==> config.mk <==
export PLATFORM = sky130hd
export DESIGN_NAME = rip_bram_lsu_port
export DESIGN_NICKNAME = d
export VERILOG_FILES = /design/src/rtl/rip_bram_lsu_port.sv
export SDC_FILE = /design/constraint.sdc
export NUM_CORES = 1
export LEC_CHECK = 0
export BUFFER_PORTS_ARGS = -buffer_cell sky130_fd_sc_hd__buf_2
export CAP_MARGIN = 10
export CORE_AREA = 2 2 59 117
export CTS_CLUSTER_DIAMETER = 150
export DETAILED_ROUTE_END_ITERATION = 16
export DIE_AREA = 0 0 61 119
export PLACE_DENSITY = 0.86
export SLEW_MARGIN = 20
export SYNTH_ARGS = -nofsm -noshare
export SYNTH_HDL_FRONTEND = slang
export SYNTH_SLANG_ARGS = --single-unit
export TNS_END_PERCENT = 5
==> constraint.sdc <==
create_clock -name clk -period 2.3 [get_ports clk]
set_clock_uncertainty 0.1 [all_clocks]
set_input_delay 0.345 -clock clk [delete_from_list [all_inputs] [get_ports clk]]
set_output_delay 0.345 -clock clk [all_outputs]
set_load 0.01 [all_outputs]
==> src/rtl/rip_bram_lsu_port.sv <==
// Load/store front end for the read/write port of a byte-writable BRAM.
// Converts byte/half/word requests to word accesses and returns aligned, extended load data.
module rip_bram_lsu_port #(
  parameter int unsigned ADDR_WIDTH = 10,
  parameter int unsigned DATA_WIDTH = 32
) (
  input  logic                    clk,
  input  logic                    rst,
  input  logic                    req_valid,
  output logic                    req_ready,
  input  logic [ADDR_WIDTH+1:0]   req_addr,
  input  logic                    req_we,
  input  logic [1:0]              req_size,
  input  logic                    req_unsigned,
  input  logic [DATA_WIDTH-1:0]   req_wdata,
  output logic                    resp_valid,
  input  logic                    resp_ready,
  output logic [DATA_WIDTH-1:0]   resp_rdata,
  output logic                    resp_err,
  output logic                    mem_enable,
  output logic [ADDR_WIDTH-1:0]   mem_addr,
  output logic [3:0]              mem_we,
  output logic [DATA_WIDTH-1:0]   mem_din,
  input  logic [DATA_WIDTH-1:0]   mem_dout
);

  typedef enum logic [1:0] {StIdle, StRdWait, StResp} state_e;

  state_e                state_q, state_d;
  logic [1:0]            off_q, off_d;
  logic [1:0]            size_q, size_d;
  logic                  uns_q, uns_d;
  logic [DATA_WIDTH-1:0] rdata_q, rdata_d;
  logic                  err_q, err_d;

  logic                  req_err;
  logic [3:0]            we_mask;
  logic [DATA_WIDTH-1:0] din_rep;
  logic [DATA_WIDTH-1:0] load_ext;
  logic [DATA_WIDTH-1:0] lane_shift;
  logic [15:0]           half_sel;

  assign req_err = (req_size == 2'b11) ||
                   (req_size == 2'b01 && req_addr[0]) ||
                   (req_size == 2'b10 && req_addr[1:0] != 2'b00);

  always_comb begin
    we_mask = 4'b1111;
    din_rep = req_wdata;
    case (req_size)
      2'b00: begin
        we_mask = 4'b0001 << req_addr[1:0];
        din_rep = {4{req_wdata[7:0]}};
      end
      2'b01: begin
        we_mask = 4'b0011 << req_addr[1:0];
        din_rep = {2{req_wdata[15:0]}};
      end
      default: ;
    endcase
  end

  // Lane extraction uses the offset latched at accept; mem_dout is valid in RD_WAIT.
  assign lane_shift = mem_dout >> {off_q, 3'b000};
  assign half_sel   = off_q[1] ? mem_dout[31:16] : mem_dout[15:0];

  always_comb begin
    load_ext = mem_dout;
    case (size_q)
      2'b00:   load_ext = uns_q ? {24'b0, lane_shift[7:0]} : {{24{lane_shift[7]}}, lane_shift[7:0]};
      2'b01:   load_ext = uns_q ? {16'b0, half_sel} : {{16{half_sel[15]}}, half_sel};
      default: ;
    endcase
  end

  always_comb begin
    state_d    = state_q;
    off_d      = off_q;
    size_d     = size_q;
    uns_d      = uns_q;
    rdata_d    = rdata_q;
    err_d      = err_q;
    req_ready  = 1'b0;
    mem_enable = 1'b0;
    mem_addr   = '0;
    mem_we     = 4'b0000;
    mem_din    = '0;
    unique case (state_q)
      StIdle: begin
        req_ready = ~rst;
        if (req_valid && !rst) begin
          mem_addr = req_addr[ADDR_WIDTH+1:2];
          if (req_err) begin
            err_d   = 1'b1;
            rdata_d = '0;
            state_d = StResp;
          end else if (req_we) begin
            mem_enable = 1'b1;
            mem_we     = we_mask;
            mem_din    = din_rep;
            err_d      = 1'b0;
            rdata_d    = '0;
            state_d    = StResp;
          end else begin
            mem_enable = 1'b1;
            off_d      = req_addr[1:0];
            size_d     = req_size;
            uns_d      = req_unsigned;
            state_d    = StRdWait;
          end
        end
      end
      StRdWait: begin
        rdata_d = load_ext;
        err_d   = 1'b0;
        state_d = StResp;
      end
      StResp: begin
        if (resp_ready) state_d = StIdle;
      end
      default: state_d = StIdle;
    endcase
  end

  always_ff @(posedge clk) begin
    if (rst) begin
      state_q <= StIdle;
      off_q   <= 2'b00;
      size_q  <= 2'b00;
      uns_q   <= 1'b0;
      rdata_q <= '0;
      err_q   <= 1'b0;
    end else begin
      state_q <= state_d;
      off_q   <= off_d;
      size_q  <= size_d;
      uns_q   <= uns_d;
      rdata_q <= rdata_d;
      err_q   <= err_d;
    end
  end

  assign resp_valid = (state_q == StResp);
  assign resp_rdata = rdata_q;
  assign resp_err   = err_q;

endmodule

-- Word level (Yosys, flattened, before mapping)
Index checks and enable logic that the tools add are counted.
- register bits after elaboration: 40
- bits in latches: 0
- bits in writable memories: 0
- bits in read-only memories: 0
- output and inout bits: 82
- memories kept: 0
- $add $sub $neg: 0
- multiply operators: 0
- divide/modulo/power cells: 0
- order comparisons: 0
- eq/ne operators: 9
- shift-type cells: 3
- muxes and demuxes: 33
- bitwise gates (word level): 3
- reduce and logical (&&, ||, !) cells: 14
- operators with widths (cell ; number):
    32-bit 2-to-1 mux ; 9
    32-bit one-hot mux with 2 select lines ; 3
    32-bit by 5-bit right shift with 8-bit output ; 1
    10-bit 2-to-1 mux ; 2
    16-bit 2-to-1 mux ; 1
    4-bit 2-to-1 mux ; 4
    2-bit 2-to-1 mux ; 4
    4-bit one-hot mux with 2 select lines ; 1
    1-bit 2-to-1 mux ; 7
    2-bit by 1-bit equality test with 1-bit output, second input constant ; 3
    2-bit equality test, second input constant ; 3
    2-bit zero test ; 3
    2-bit one-hot mux with 3 select lines ; 1
    4-bit AND reduction ; 1
    2-bit nonzero test ; 2
    1-bit by 2-bit left shift with 4-bit output, first input constant ; 1
    2-bit by 2-bit left shift with 4-bit output, first input constant ; 1
    1-bit logical AND ; 3
    3-bit != test, second input constant ; 1
    1-bit inverter ; 3
    3-bit AND reduction ; 1
    1-bit logical OR ; 2
    2-bit by 1-bit != test with 1-bit output, second input constant ; 1
    2-bit != test, second input constant ; 1
    other kinds (3) ; 3

-- Logic depth before layout (Yosys ltp)
- depth after elaboration: 7
- gate-level depth with buffers: 6
- depth with buffers taken out: 4

-- Least setup slack after synthesis
Ideal clock, no wire load.
- path type: in2out
- from: input port rst
- to: output port mem_din[15]
- arrival: 1.419 ns
- slack: 0.436 ns
- cell stages on the path: 5
- cells stage by stage: buf_4 > nor4b_4 > nand3_2 > buf_2 > a21oi_1
- cells in the longest elaborated chain, start to end: 4
- RTL lines (what ; line ; text):
    from (decl) ; 8 ; input logic rst,
    1-bit zero test ; 91 ; if (req_valid && !rst) begin
    1-bit logical AND ; 91 ;
    32-bit 2-to-1 mux ; 91 ;
    32-bit 2-to-1 mux ; 88 ; unique case (state_q)
    to (decl) ; 23 ; output logic [DATA_WIDTH-1:0] mem_din,
Every way passes these cells.

-- Final worst setup path
- from: register state_q[1]
- to: output port mem_din[9]
- cells in the longest elaborated chain, start to end: 2
- RTL lines (what ; line ; text):
    from (decl) ; 29 ; state_e state_q, state_d;
    from (signal assigned) ; 127 ; state_q <= StIdle;
    from (signal assigned) ; 134 ; state_q <= state_d;
    2-bit zero test ; 88 ;
    32-bit 2-to-1 mux ; 88 ;
Every way passes these cells.

==> out/metrics.yaml <==
critPathKind: "flip-flop to primary output"
port_buffers: 165
area_growth_pct: 38.88
cts.sinks: 40
drt_wl_total_mm: 8.066
arrival_ns: 1.70
hold_end: "resp_rdata[30]$_SDFFE_PP0P_"
end_kind: "primary output"
place_ws_ns: 0.2551
grt_max_degree: 33
final_nets: 553
status: "finished, final reports clean"
combPwrFrac_pct: 19.1
cts_buffer_depth: 2
relSlewSlack_pct: 32.64
numCtsBuffers: 5
synth_area_sq_um: 2668
num_antenna_cells: 0
cts_root_buffer: "clkbuf_16"
switching_share_pct: 24.61
rr_worst_depth: 4
cts_setup_buffers: 0
vias_per_cell: 5.323
vias: 2970
drt-wirelength-per-cell_microns: 14.46
start_util_pct: 41.27
drive_above_1_share_pct: 44.26
cp_max_fo: 28
hold_buffers: 0
hold_path_class: "input pin to flip-flop"
period_needed_ns: 2.144
p_clk_share_pct: 43.4
ys_ff_latch: 40
place.gp.congestion: 0.8225
synth_edf_count: 0
die_h_microns: 119
power_switching_mw: 0.4726
min_period_over_period_pct: 93.22
yosysUniqueCellTypes: 47
setup_tns_ns: 0
worst_pin_slew_ns: 1.007
top_level_ports: 166
synthArstFlopShare_pct: 0
post_cts_resized: 0
r2r_end: "resp_rdata[16]$_SDFFE_PP0P_"
ys_seq_area_share_pct: 30.02
worstHoldPathCells: 2
ir_worst_vdd_uv: 462.6
worstReg2RegStart: "state_q[0]$_SDFFE_PP0P_"
clkTransAtPathRegs_ns: 0.06
grt_util_all_layers_pct: 22.21
r2r_slack_ns: 0.38
first_pass_iters: 6
report.final.slew_viol_count: 0
clock_latency_ns: 0.28
place_hpwl_mm: 6.267
die_w_microns: 61
coreArea_sq_um: 6464
drc_errors: 0
htree_levels: 2
setup_viol: 0
maxCapViolCount: 0
grt_pass1_wl_mm: 12.85
grt_pass1_vias: 2748
yosys_warnings: 0
final-hold-violation-count: 0
synth_area_per_cell_sq_um: 8.523
synth_ff_type: "dfxtp_1"
fmax_ghz: 0.4664
fin_ws_ns: 0.1560
crit_path_start_kind: "flip-flop"
design.die.area_sq_um: 7259
min_from: "mem_dout[30]"
cp.required_ns: 1.86
drtIter0Drc: 189
ant_nets: 0
cts_tree: "done"
p_int_mw: 1.448
syn-instance-count: 313
synthesis.nets: 397
num_rows: 42
rsz0062_at_grt: "no"
power_density_nw_per_um2: 518.3
p_leak_nw: 1.874
overflow: 0
grt_antenna_before_repair: 0
seqPwrFrac_pct: 37.6
## cell usage in the layout, fill, tap and decap left out, types with 2 or more instances in the layout
| cell | count |
|---|---|
| clkbuf_8 | 2 |
| mux2i_1 | 20 |
| buf_2 | 165 |
| nor2_1 | 42 |
| o21ai_0 | 20 |
| buf_4 | 8 |
| o211ai_1 | 7 |
| clkbuf_16 | 5 |
| a21oi_1 | 25 |
| mux2_2 | 8 |
| a221o_1 | 15 |
| nand2_1 | 16 |
| o2bb2ai_1 | 8 |
| and2_1 | 20 |
| a21oi_2 | 2 |
| nand2b_1 | 10 |
| dfxtp_1 | 40 |
| o21bai_1 | 2 |
| inv_1 | 6 |
| a32o_1 | 8 |
| o21a_1 | 7 |
| nor3_1 | 8 |
## Yosys cell counts (2+ instances only)
cell	n	share of area, %
nor2_1	42	5.9
dfxtp_1	40	30
a21oi_1	25	4.7
and2_1	20	4.7
mux2i_1	20	7.5
o21ai_0	20	3.8
nand2_1	16	2.3
a221o_1	15	5.6
nand2b_1	10	2.3
buf_2	9	1.7
a32o_1	8	3.0
mux2_2	8	3.4
nor3_1	8	1.5
o2bb2ai_1	8	2.6
buf_6	7	3.0
clkbuf_1	7	0.99
o211ai_1	7	2.0
o21a_1	7	2.0
inv_1	6	0.84
a21oi_2	2	0.66
o21bai_1	2	0.56
## metal layers
metal / global-route usage, % / vias up / wire length (microns) / share of wire [%]
met5: 0 / - / 0 / 0
met4: 6.386 / 0 / 172 / 2.1
met3: 5.320 / 17 / 605 / 7.5
met2: 36.22 / 144 / 3963 / 49
met1: 28.28 / 1358 / 3325 / 41
li1: - / 1451 / - / -
## worst max-delay path by stage
| stage | from | endpoint | slack, ns | depth (start not counted) |
|---|---|---|---|---|
| floorplan | rst | mem_din[15] | 0.44 | 5 |
| global placement | req_size[0] | mem_din[9] | 0.27 | 6 |
| detailed placement | req_addr[1] | mem_din[9] | 0.26 | 7 |
| CTS | state_q[1]$_SDFFE_PP0P_ | mem_din[9] | 0.13 | 5 |
| global route | state_q[1]$_SDFFE_PP0P_ | mem_din[9] | 0.03 | 5 |
| finish | state_q[1]$_SDFFE_PP0P_ | mem_din[9] | 0.16 | 5 |
## sequential cells by signal, indices dropped and copies added, names as in the netlist
name / count
resp_err: 1
size_q: 2
resp_rdata: 32
off_q: 2
uns_q: 1
state_q: 2
## power by group through the flow
| stage | sequential, mW | clock (mW) | combinational [mW] |
|---|---|---|---|
| global route | 0.723 | 0.878 | 0.402 |
| global placement | 0.736 | 0 | 0.357 |
| floorplan | 0.738 | 0 | 0.209 |
| detailed placement | 0.736 | 0 | 0.365 |
| finish | 0.722 | 0.833 | 0.366 |
| CTS | 0.721 | 0.846 | 0.366 |
## cell families (layout without fill, tap and decap cells)
kind of cell | after synthesis | in the layout | synth area share (%)
flops | 40 | 40 | 30.02
simple gates | 108 | 108 | 21.48
compound gates | 103 | 103 | 29.17
mux | 30 | 30 | 12.29
buf+inv | 32 | 189 | 7.036
## through the flow
stage	hold WS [ns]	cell area, sq um	std cells	utilization (%)	power, mW
after floorplan	0.3829	2668	313	-	0.9473
after global placement	0.3440	3522	550	54.49	1.093
after detailed placement	0.3469	3522	550	54.49	1.101
after CTS	0.1926	3705	558	57.32	1.934
after global routing	0.2142	3705	558	57.32	2.003
final	0.1972	3705	558	57.32	1.920
## critical path, cell delays in order, from the launching register on
cell and delay, ns:
dfxtp_1 0.38, nor4b_4 0.37, nand3_2 0.11, buf_4 0.23
a21oi_1 0.17, buf_2 0.15
## area by class of cell
type	instances	area [sq um]
Fill cell	593	2759
Clock buffer	7	152.6
Multi-Input combinational cell	241	1679
Tap cell	88	110.1
Clock inverter	1	30.03
Inverter	7	26.28
Timing Repair Buffer	174	905.9
Sequential cell	40	800.8
Power figures use the tool's default switching activity.
